===== src/rtl/clint_pkg.sv =====
// clint_pkg: shared constants and types for the SMP core-local interruptor.
//   Address-map bases (byte offsets inside the 64 KiB CLINT window), the
//   mtimecmp reset value and the register-region select type used by the
//   decoder in clint_smp.
package clint_pkg;

  localparam logic [15:0] CLINT_MSIP_BASE     = 16'h0000;
  localparam logic [15:0] CLINT_MTIMECMP_BASE = 16'h4000;
  localparam logic [15:0] CLINT_MTIME_LO      = 16'hBFF8;
  localparam logic [15:0] CLINT_MTIME_HI      = 16'hBFFC;

  localparam logic [63:0] MTIMECMP_RESET = 64'hFFFF_FFFF_FFFF_FFFF;

  // Which register region a request address falls into.
  typedef enum logic [1:0] {
    SEL_NONE     = 2'd0,
    SEL_MSIP     = 2'd1,
    SEL_MTIMECMP = 2'd2,
    SEL_MTIME    = 2'd3
  } clint_sel_e;

  // True when addr addresses the 32-bit word at base (byte lanes ignored).
  function automatic logic word_match(input logic [15:0] addr, input logic [15:0] base);
    return (addr[15:2] == base[15:2]);
  endfunction

endpackage


===== src/rtl/clint_tick_gen.sv =====
// clint_tick_gen: mtime prescaler.
//   Counts 0..MTIME_DIV-1 and wraps; tick_o is high on the cycle the count
//   equals MTIME_DIV-1, so with MTIME_DIV=1 it is high every cycle.
// Ports:
//   clk_i   clock
//   rst_i   asynchronous active-high reset (count returns to 0)
//   tick_o  one-cycle mtime increment strobe
module clint_tick_gen #(
  parameter int unsigned MTIME_DIV = 1
) (
  input  logic clk_i,
  input  logic rst_i,
  output logic tick_o
);

  // A 1-bit counter is kept even for MTIME_DIV=1; it simply never leaves 0.
  localparam int unsigned CW = (MTIME_DIV > 1) ? $clog2(MTIME_DIV) : 1;
  localparam logic [CW-1:0] LAST = CW'(MTIME_DIV - 1);

  logic [CW-1:0] cnt_q;
  logic [CW-1:0] cnt_d;

  assign tick_o = (cnt_q == LAST);

  // Next prescaler count: wrap on the tick cycle, otherwise advance.
  always_comb begin
    cnt_d = cnt_q;
    if (tick_o) begin
      cnt_d = {CW{1'b0}};
    end else begin
      cnt_d = cnt_q + CW'(1);
    end
  end

  // Prescaler count register.
  always_ff @(posedge clk_i or posedge rst_i) begin
    if (rst_i) begin
      cnt_q <= {CW{1'b0}};
    end else begin
      cnt_q <= cnt_d;
    end
  end

endmodule


===== src/rtl/clint_smp.sv =====
// clint_smp: core-local interruptor for an N_HARTS SMP cluster.
//   One free-running 64-bit mtime, per-hart mtimecmp and msip, reached
//   through a 32-bit word-access slave port with a fixed one-cycle ack.
// Ports:
//   CLK, RST           clock, asynchronous active-high reset
//   w_re, w_we         single-cycle read / write request (write wins if both)
//   w_addr             byte offset in the CLINT window, bits [1:0] ignored
//   w_wdata            write data
//   w_rdata, w_ack     registered read data (0 when no ack) and acknowledge
//   w_mtip, w_msip     per-hart timer / software interrupt pending
//   w_mtime            current mtime
module clint_smp
  import clint_pkg::*;
#(
  parameter int          N_HARTS   = 1,
  parameter int unsigned MTIME_DIV = 1
) (
  input  logic               CLK,
  input  logic               RST,
  input  logic               w_re,
  input  logic               w_we,
  input  logic [15:0]        w_addr,
  input  logic [31:0]        w_wdata,
  output logic [31:0]        w_rdata,
  output logic               w_ack,
  output logic [N_HARTS-1:0] w_mtip,
  output logic [N_HARTS-1:0] w_msip,
  output logic [63:0]        w_mtime
);

  logic               tick_s;
  logic [63:0]        mtime_q, mtime_d;
  logic [63:0]        mtimecmp_q [N_HARTS];
  logic [63:0]        mtimecmp_d [N_HARTS];
  logic [N_HARTS-1:0] msip_q, msip_d;
  logic [N_HARTS-1:0] mtip_q, mtip_d;
  logic [31:0]        rdata_q, rdata_d;
  logic               ack_q, ack_d;

  clint_sel_e         sel_s;
  logic [15:0]        msip_off_s;
  logic [15:0]        cmp_off_s;
  logic [13:0]        msip_h_s;
  logic [12:0]        cmp_h_s;
  logic               cmp_hi_s;
  logic               mtime_hi_s;
  logic               unused_s;

  clint_tick_gen #(
    .MTIME_DIV(MTIME_DIV)
  ) u_tick_gen (
    .clk_i (CLK),
    .rst_i (RST),
    .tick_o(tick_s)
  );

  // Sub-word byte lanes of the region offsets carry no information.
  assign unused_s = ^{msip_off_s[1:0], cmp_off_s[1:0]};

  // Address decode: region select plus hart index and word half.
  always_comb begin
    msip_off_s = w_addr - CLINT_MSIP_BASE;
    cmp_off_s  = w_addr - CLINT_MTIMECMP_BASE;
    msip_h_s   = msip_off_s[15:2];
    cmp_h_s    = cmp_off_s[15:3];
    cmp_hi_s   = cmp_off_s[2];
    mtime_hi_s = word_match(w_addr, CLINT_MTIME_HI);
    sel_s      = SEL_NONE;
    if (w_addr < CLINT_MTIMECMP_BASE) begin
      sel_s = SEL_MSIP;
    end else if (w_addr < CLINT_MTIME_LO) begin
      sel_s = SEL_MTIMECMP;
    end else if (word_match(w_addr, CLINT_MTIME_LO) || mtime_hi_s) begin
      sel_s = SEL_MTIME;
    end else begin
      sel_s = SEL_NONE;
    end
  end

  // Register-file next state: a write to one mtime half overrides the tick,
  // so the other half holds its pre-tick value and the increment is lost.
  always_comb begin
    mtime_d = tick_s ? (mtime_q + 64'd1) : mtime_q;
    msip_d  = msip_q;
    for (int h = 0; h < N_HARTS; h++) begin
      mtimecmp_d[h] = mtimecmp_q[h];
    end
    if (w_we) begin
      case (sel_s)
        SEL_MSIP: begin
          for (int h = 0; h < N_HARTS; h++) begin
            msip_d[h] = (msip_h_s == 14'(h)) ? w_wdata[0] : msip_q[h];
          end
        end
        SEL_MTIMECMP: begin
          for (int h = 0; h < N_HARTS; h++) begin
            if (cmp_h_s == 13'(h)) begin
              if (cmp_hi_s) begin
                mtimecmp_d[h][63:32] = w_wdata;
              end else begin
                mtimecmp_d[h][31:0] = w_wdata;
              end
            end else begin
              mtimecmp_d[h] = mtimecmp_q[h];
            end
          end
        end
        SEL_MTIME: begin
          if (mtime_hi_s) begin
            mtime_d = {w_wdata, mtime_q[31:0]};
          end else begin
            mtime_d = {mtime_q[63:32], w_wdata};
          end
        end
        default: begin
          msip_d = msip_q;
        end
      endcase
    end else begin
      msip_d = msip_q;
    end
  end

  // Timer compare on current register values; result is registered.
  always_comb begin
    mtip_d = {N_HARTS{1'b0}};
    for (int h = 0; h < N_HARTS; h++) begin
      mtip_d[h] = (mtime_q >= mtimecmp_q[h]);
    end
  end

  // Read mux and ack; a simultaneous write suppresses the read data.
  always_comb begin
    ack_d   = w_re | w_we;
    rdata_d = 32'd0;
    if (w_re && !w_we) begin
      case (sel_s)
        SEL_MSIP: begin
          for (int h = 0; h < N_HARTS; h++) begin
            rdata_d = (msip_h_s == 14'(h)) ? {31'd0, msip_q[h]} : rdata_d;
          end
        end
        SEL_MTIMECMP: begin
          for (int h = 0; h < N_HARTS; h++) begin
            rdata_d = (cmp_h_s == 13'(h)) ?
                      (cmp_hi_s ? mtimecmp_q[h][63:32] : mtimecmp_q[h][31:0]) : rdata_d;
          end
        end
        SEL_MTIME: begin
          rdata_d = mtime_hi_s ? mtime_q[63:32] : mtime_q[31:0];
        end
        default: begin
          rdata_d = 32'd0;
        end
      endcase
    end else begin
      rdata_d = 32'd0;
    end
  end

  // State registers; reset drops any in-flight request.
  always_ff @(posedge CLK or posedge RST) begin
    if (RST) begin
      mtime_q <= 64'd0;
      msip_q  <= {N_HARTS{1'b0}};
      mtip_q  <= {N_HARTS{1'b0}};
      rdata_q <= 32'd0;
      ack_q   <= 1'b0;
      for (int h = 0; h < N_HARTS; h++) begin
        mtimecmp_q[h] <= MTIMECMP_RESET;
      end
    end else begin
      mtime_q <= mtime_d;
      msip_q  <= msip_d;
      mtip_q  <= mtip_d;
      rdata_q <= rdata_d;
      ack_q   <= ack_d;
      for (int h = 0; h < N_HARTS; h++) begin
        mtimecmp_q[h] <= mtimecmp_d[h];
      end
    end
  end

  assign w_rdata = rdata_q;
  assign w_ack   = ack_q;
  assign w_mtip  = mtip_q;
  assign w_msip  = msip_q;
  assign w_mtime = mtime_q;

endmodule

===== config.mk =====
export PLATFORM = sky130hd
export DESIGN_NAME = clint_smp
export DESIGN_NICKNAME = d
export VERILOG_FILES = /design/src/rtl/clint_pkg.sv /design/src/rtl/clint_tick_gen.sv /design/src/rtl/clint_smp.sv
export SDC_FILE = /design/constraint.sdc
export NUM_CORES = 1
export LEC_CHECK = 0
export BUFFER_PORTS_ARGS = -buffer_cell sky130_fd_sc_hd__buf_2
export CAP_MARGIN = 5
export CORE_UTILIZATION = 63
export DETAILED_ROUTE_END_ITERATION = 16
export GPL_ROUTABILITY_DRIVEN = 1
export PLACE_DENSITY = 0.89
export SLEW_MARGIN = 20
export SYNTH_ARGS = -nofsm -noshare
export SYNTH_HDL_FRONTEND = slang
export SYNTH_HIERARCHICAL = 1
export SYNTH_SLANG_ARGS = --single-unit

===== constraint.sdc =====
create_clock -name CLK -period 13.95 [get_ports CLK]
set_clock_uncertainty 0.2 [all_clocks]
set_input_delay 1.395 -clock CLK [delete_from_list [all_inputs] [get_ports CLK]]
set_output_delay 1.395 -clock CLK [all_outputs]
set_load 0.02 [all_outputs]

======== After elaboration in Yosys (flattened, before gate mapping) ========
Cells that the tools add are included.
cells by class
  equal/unequal tests ..................... 7
  bitwise gates (word level) .............. 2
  magnitude comparators ................... 3
  muxes and demuxes ....................... 14
  add/subtract/negate cells ............... 3
  reduce and logical (&&, ||, !) cells .... 8
operator list
  operator                  number
  $mux W64                  4
  $mux W32                  4
  $pmux W32 S3              1
  $add A64 B1 Y64 const B   1
  $ge A64 B64 Y1            1
  $eq A14 B14 Y1 const B    2
  $lt A16 B15 Y1 const B    1
  $lt A16 B16 Y1 const B    1
  $sub A16 B15 Y16 const B  1
  $logic_not A14 Y1         1
  $logic_not A13 Y1         1
  $reduce_and A4 Y1         2
  $mux W2                   3
  $ne A3 B3 Y1 const B      2
  $eq A2 B2 Y1 const B      2
  $reduce_and A3 Y1         1
  $eq A2 B1 Y1 const B      1
  $mux W1                   2
  $add A1 B1 Y1 const B     1
  $logic_and A1 B1 Y1       1
  $logic_not A1 Y1          1
  $logic_or A1 B1 Y1        1
  $not A1 Y1                1
  $or A1 B1 Y1              1
word-level totals
  output and inout port bits .............. 99
  logic and storage cells ................. 46
  bits in registers ....................... 164

======== Depth between registers and ports, before layout ========
  depth after elaboration ................. 8
  mapped depth ............................ 11
  gate-level depth less buffers ........... 8

======== Cells and area by module ========
The synthesis kept the hierarchy.
by module, submodules not included
  module          times used  cells each  area an instance (um^2)
  clint_smp       1           1024        10236.1
  clint_tick_gen  1           2           11.3

======== Worst setup path before layout ========
Ideal clock, no wire load.
  kind .................................... input to register
  from .................................... input w_addr[14]
  to ...................................... register mtimecmp_q[32] (netlist name)
  required time ........................... 13.668 ns
  setup slack ............................. 10.144 ns
  data arrival time ....................... 3.523 ns
  cell stages on the path ................. 11
  path through ............................ inv_1 ha_1 nand4_2 nor3_1 or2_1 or4_4 buf_6 or3_1 buf_6 buf_6 mux2_4
on the way
  longest elaborated chain between the ends .. 7
ends and longest elaborated chain
  item                                                    line              RTL
  from (decl)                                             clint_smp.sv:22   input logic [15:0] w_addr,
  branches (longest 6 deep; another with $lt A16 B16 Y1)  n/a
  $reduce_and A4 Y1 (no source line) *                    n/a
  to (signal, indexed assignment)                         clint_smp.sv:179  mtimecmp_q[h] <= mtimecmp_d[h];
  to (decl)                                               clint_smp.sv:33   logic [63:0] mtimecmp_q [N_HARTS];
Mark *: on every way between the ends.
A chain may end at the register's enable or synchronous reset.

======== Worst setup path in the final report ========
  from .................................... input w_addr[14]
  to ...................................... register mtime_q[17], in the netlist w_mtime[17]
on the way
  longest elaborated chain between the ends .. 8
ends and longest elaborated chain
  item                                                    line              RTL
  branches (longest 8 deep; another with $lt A16 B16 Y1)  n/a
  to (signal assigned)                                    clint_smp.sv:173  mtime_q <= mtime_d;
  to (decl)                                               clint_smp.sv:32   logic [63:0] mtime_q, mtime_d;
Several ways; the timed one is not identified.

==> metrics.md <==
| Metric | Value |
|---|---|
| Leading cell types by count after synthesis | sky130_fd_sc_hd__nor2_1 (100), sky130_fd_sc_hd__dfrtp_1 (99), sky130_fd_sc_hd__inv_1 (82), sky130_fd_sc_hd__ha_1 (69), sky130_fd_sc_hd__mux2i_1 (66) |
| Input/output buffers | ~150 |
| Proportion of synthesized flip-flops having asynchronous set or reset | 100% |
| Data required time of the critical path | 14080 ps |
| Post-synth design cell area | 10200 sq um |
| Fillcell total | approximately 1100 |
| Max Fclk | 0.225 GHz |
| # resized after CTS | 0 |
| Vias in the first global route | roughly 8900 |
| Root cell of the clock tree | sky130_fd_sc_hd__clkbuf_16 |
| Yosys top cell area share | between 20% and 30% |
| Number of enable-type register cells in the synthesized netlist | 0 |
| Drt first-iter violations | ~1100 |
| Critical path class | input port to flip-flop |
| Overall die height | ~130 um |
| Buffers inserted during post-CTS setup optimization | 0 |
| Transition at the pin with the smallest max-transition slack | 1240 ps |
| Placeable Area | approximately 16000 sq um |
| Detailed-placement wirelength estimate | about 20000 um |
| Critical path data arrival time | between 4000 and 5000 ps |
| Number of detailed-routing iterations run before antenna repair | 5 |
| RSZ-0062 raised after global routing | false |
| Antenna violations before repair | 0 |
| Routed vias/inst | around 6.7 |
| Power per Cell Area | 93.2 nW/um^2 |
| Sequential area share after synthesis | roughly two fifths |
| Launching element type of the critical path | input port |
| Min-delay worst type | flip-flop to flip-flop |
| Max H-tree Level | 4 |
| Highest fanout seen on the critical path | 24 |
| Max Cap Violations | 0 |
| Insertion delay to the later sink of the worst-skew pair | about 440 ps |
| Routed wire length | about 30000 um |
| Die Area | 16800 sq um |
| Placed Instances | about 1400 |
| Number of sinks handled by clock tree synthesis | roughly 160 |
| Crit path capture type | flip-flop |
| Number of buffers inserted for hold repair after clock tree synthesis | 0 |
| Area growth syn-to-layout | 14.2% |
| Slew Limit Fails | 0 |
| IR Drop Worst-Case VDD | ~96 uV |
| Largest net degree at the start of global routing | 85 |
| Main flop type after synthesis | sky130_fd_sc_hd__dfrtp_1 |
| Post-Syn Area per Cell | 9.99 sq um |
| Final worst-path cycle share | 31.9% |
| Clock tree from TritonCTS | yes |
| GRT overflow | 0 |
| Antenna cell count | 0 |
| Flops & latches, synth | about 160 |
| Standard-cell rows | between 40 and 50 |
| Most common cell in the netlist | sky130_fd_sc_hd__nor2_1 |
| Post-synthesis net count | ~1100 |
| Total vias in the final route | between 9000 and 10000 |
| Result of the run | complete, no violations |
| Routed Antenna Nets | 0 |
| Min Tclk post-route | 4450 ps |
| DR DRC count | 0 |
| Leading cell types by total area after synthesis | sky130_fd_sc_hd__dfrtp_1 (24%), sky130_fd_sc_hd__dfstp_2 (16%), sky130_fd_sc_hd__ha_1 (8.4%) |
| Cells after Synth | just over 1000 |
| Leading area contributor after synthesis | sky130_fd_sc_hd__dfrtp_1 |
| Maximum clock path buffer count | 2 |
| Share of layout cells above drive strength 1 | a little under a third |
| YS warnings | 6 |
| Leakage power figure | 5.42 nW |
| Global-route wire length before repair | 47100 um |
| Clock transition at the registers of the reported paths | 70 ps |
| GRT Resource Usage Total | 36.8% |
| Post-DR wirelength/cell | ~22 um |
| Final setup viols | 0 |
| Die boundary width | around 130 um |
| Layout Cells excl Fill | between 1000 and 1500 |
| Sum Neg Setup Slack | 0 ps |
| I/O pin total | between 150 and 200 |
| GPL Wtd Cong | about 0.88 |
| Yosys cell types | 64 |
| Number of clock buffers inserted by TritonCTS | 17 |
| Number of hold violations in the final report | 0 |
| Initial standard-cell utilization of the core | around 65% |
| Worst rel slew slack | 16.8% |
| Post-layout net count | roughly 1300 |
## stage by stage
stage	worst slack, ps	area (sq um)	utilization (%)	power, mW	hold slack [ps]
detailed placement	9210	11100	70.0	0.628	320
finish	9500	11700	73.7	1.09	335
global placement	9270	11100	70.0	0.624	308
floorplan	8060	10200	-	0.577	408
CTS	9640	11700	73.6	1.09	335
global route	9420	11700	73.7	1.12	359
## registers in the layout, indices dropped and copies added, names as in the netlist
register / cells
w_msip: 1
w_mtip: 1
w_mtime: 64
w_ack: 1
mtimecmp_q: 64
w_rdata: 32
## logic make-up (layout without fill, tap and decap cells)
| kind of cell | count (synthesis) | after routing | synth area share, % |
|---|---|---|---|
| compound gates | 216 | 216 | 15.6 |
| simple gates | 314 | 314 | 15.4 |
| buf+inv | 132 | 272 | 5.30 |
| other cells | 1 | 1 | 0.0366 |
| mux | 131 | 131 | 14.7 |
| flops | 163 | 163 | 40.6 |
| fa+ha+maj | 69 | 69 | 8.42 |
## power by group
| part | internal (mW) | switching (mW) | total (mW) |
|---|---|---|---|
| Clock | 0.263 | 0.202 | 0.465 |
| Sequential | 0.483 | 0.0200 | 0.503 |
| Combinational | 0.0436 | 0.0796 | 0.123 |
## cell usage in the layout (no fill, tap or decap), types with 7 or more instances in the layout
master                      synthesis  routed
sky130_fd_sc_hd__and3_1            20      20
sky130_fd_sc_hd__nand3_1           30      30
sky130_fd_sc_hd__nor2_1           100      99
sky130_fd_sc_hd__dfstp_2           64      64
sky130_fd_sc_hd__o21ai_0           26      26
sky130_fd_sc_hd__buf_4              1      10
sky130_fd_sc_hd__buf_2              5     147
sky130_fd_sc_hd__o211ai_1          12      12
sky130_fd_sc_hd__a211oi_1          26      26
sky130_fd_sc_hd__mux2_4            30      30
sky130_fd_sc_hd__ha_1              69      69
sky130_fd_sc_hd__inv_1             82      81
sky130_fd_sc_hd__o21a_1             7       7
sky130_fd_sc_hd__dfrtp_1           99      99
sky130_fd_sc_hd__and4_1             7       7
sky130_fd_sc_hd__nand2_1           60      60
sky130_fd_sc_hd__nor3_1            33      32
sky130_fd_sc_hd__o22a_1            31      31
sky130_fd_sc_hd__o221a_2           12      12
sky130_fd_sc_hd__clkbuf_16          0      17
sky130_fd_sc_hd__nand4_1           21      21
sky130_fd_sc_hd__a21oi_1           46      46
sky130_fd_sc_hd__mux2i_1           66      66
sky130_fd_sc_hd__nor4_1            12      12
sky130_fd_sc_hd__mux2_2            32      32
## path summary, 6_finish.rpt
check	cells after the start	endpoint	startpoint	slack, ps
setup reg to reg	8	w_mtip	mtimecmp_q[45]	10320
max in group asynchronous	3	w_rdata[18]	RST	11370
hold reg to reg	1	w_msip	w_msip	330
setup / recovery	10	w_mtime[17]	w_addr[14]	9500
min in group asynchronous	2	w_rdata[2]	RST	890
hold / removal	1	w_msip	w_msip	330
## critical path, stage by stage
cell	delay, ps
sky130_fd_sc_hd__buf_2	120
sky130_fd_sc_hd__inv_1	100
sky130_fd_sc_hd__ha_1	170
sky130_fd_sc_hd__nand4_2	110
sky130_fd_sc_hd__nor4_2	960
sky130_fd_sc_hd__nand3_1	870
sky130_fd_sc_hd__buf_4	510
sky130_fd_sc_hd__nand2_1	100
sky130_fd_sc_hd__mux2i_1	80
sky130_fd_sc_hd__a21o_1	170
## final cells by class
class	instances	area, sq um	area share, %
Clock inverter	13	138	1.18
Multi-Input combinational cell	731	5570	47.6
Sequential cell	163	4160	35.5
Timing Repair Buffer	158	822	7.02
Inverter	82	313	2.67
Clock buffer	19	433	3.70
Tap cell	216	270	2.31
## metal layers
layer / track usage, % / vias up / wire [um] / part of all wire, %
li1: - / 4034 / - / -
met1: 47.0 / 4532 / 11700 / 39
met2: 59.0 / 583 / 14100 / 47
met3: 8.59 / 136 / 2790 / 9.4
met4: 17.8 / 0 / 1270 / 4.2
met5: 0 / - / 0 / 0
No activity file was read; power rests on OpenSTA's default activity.
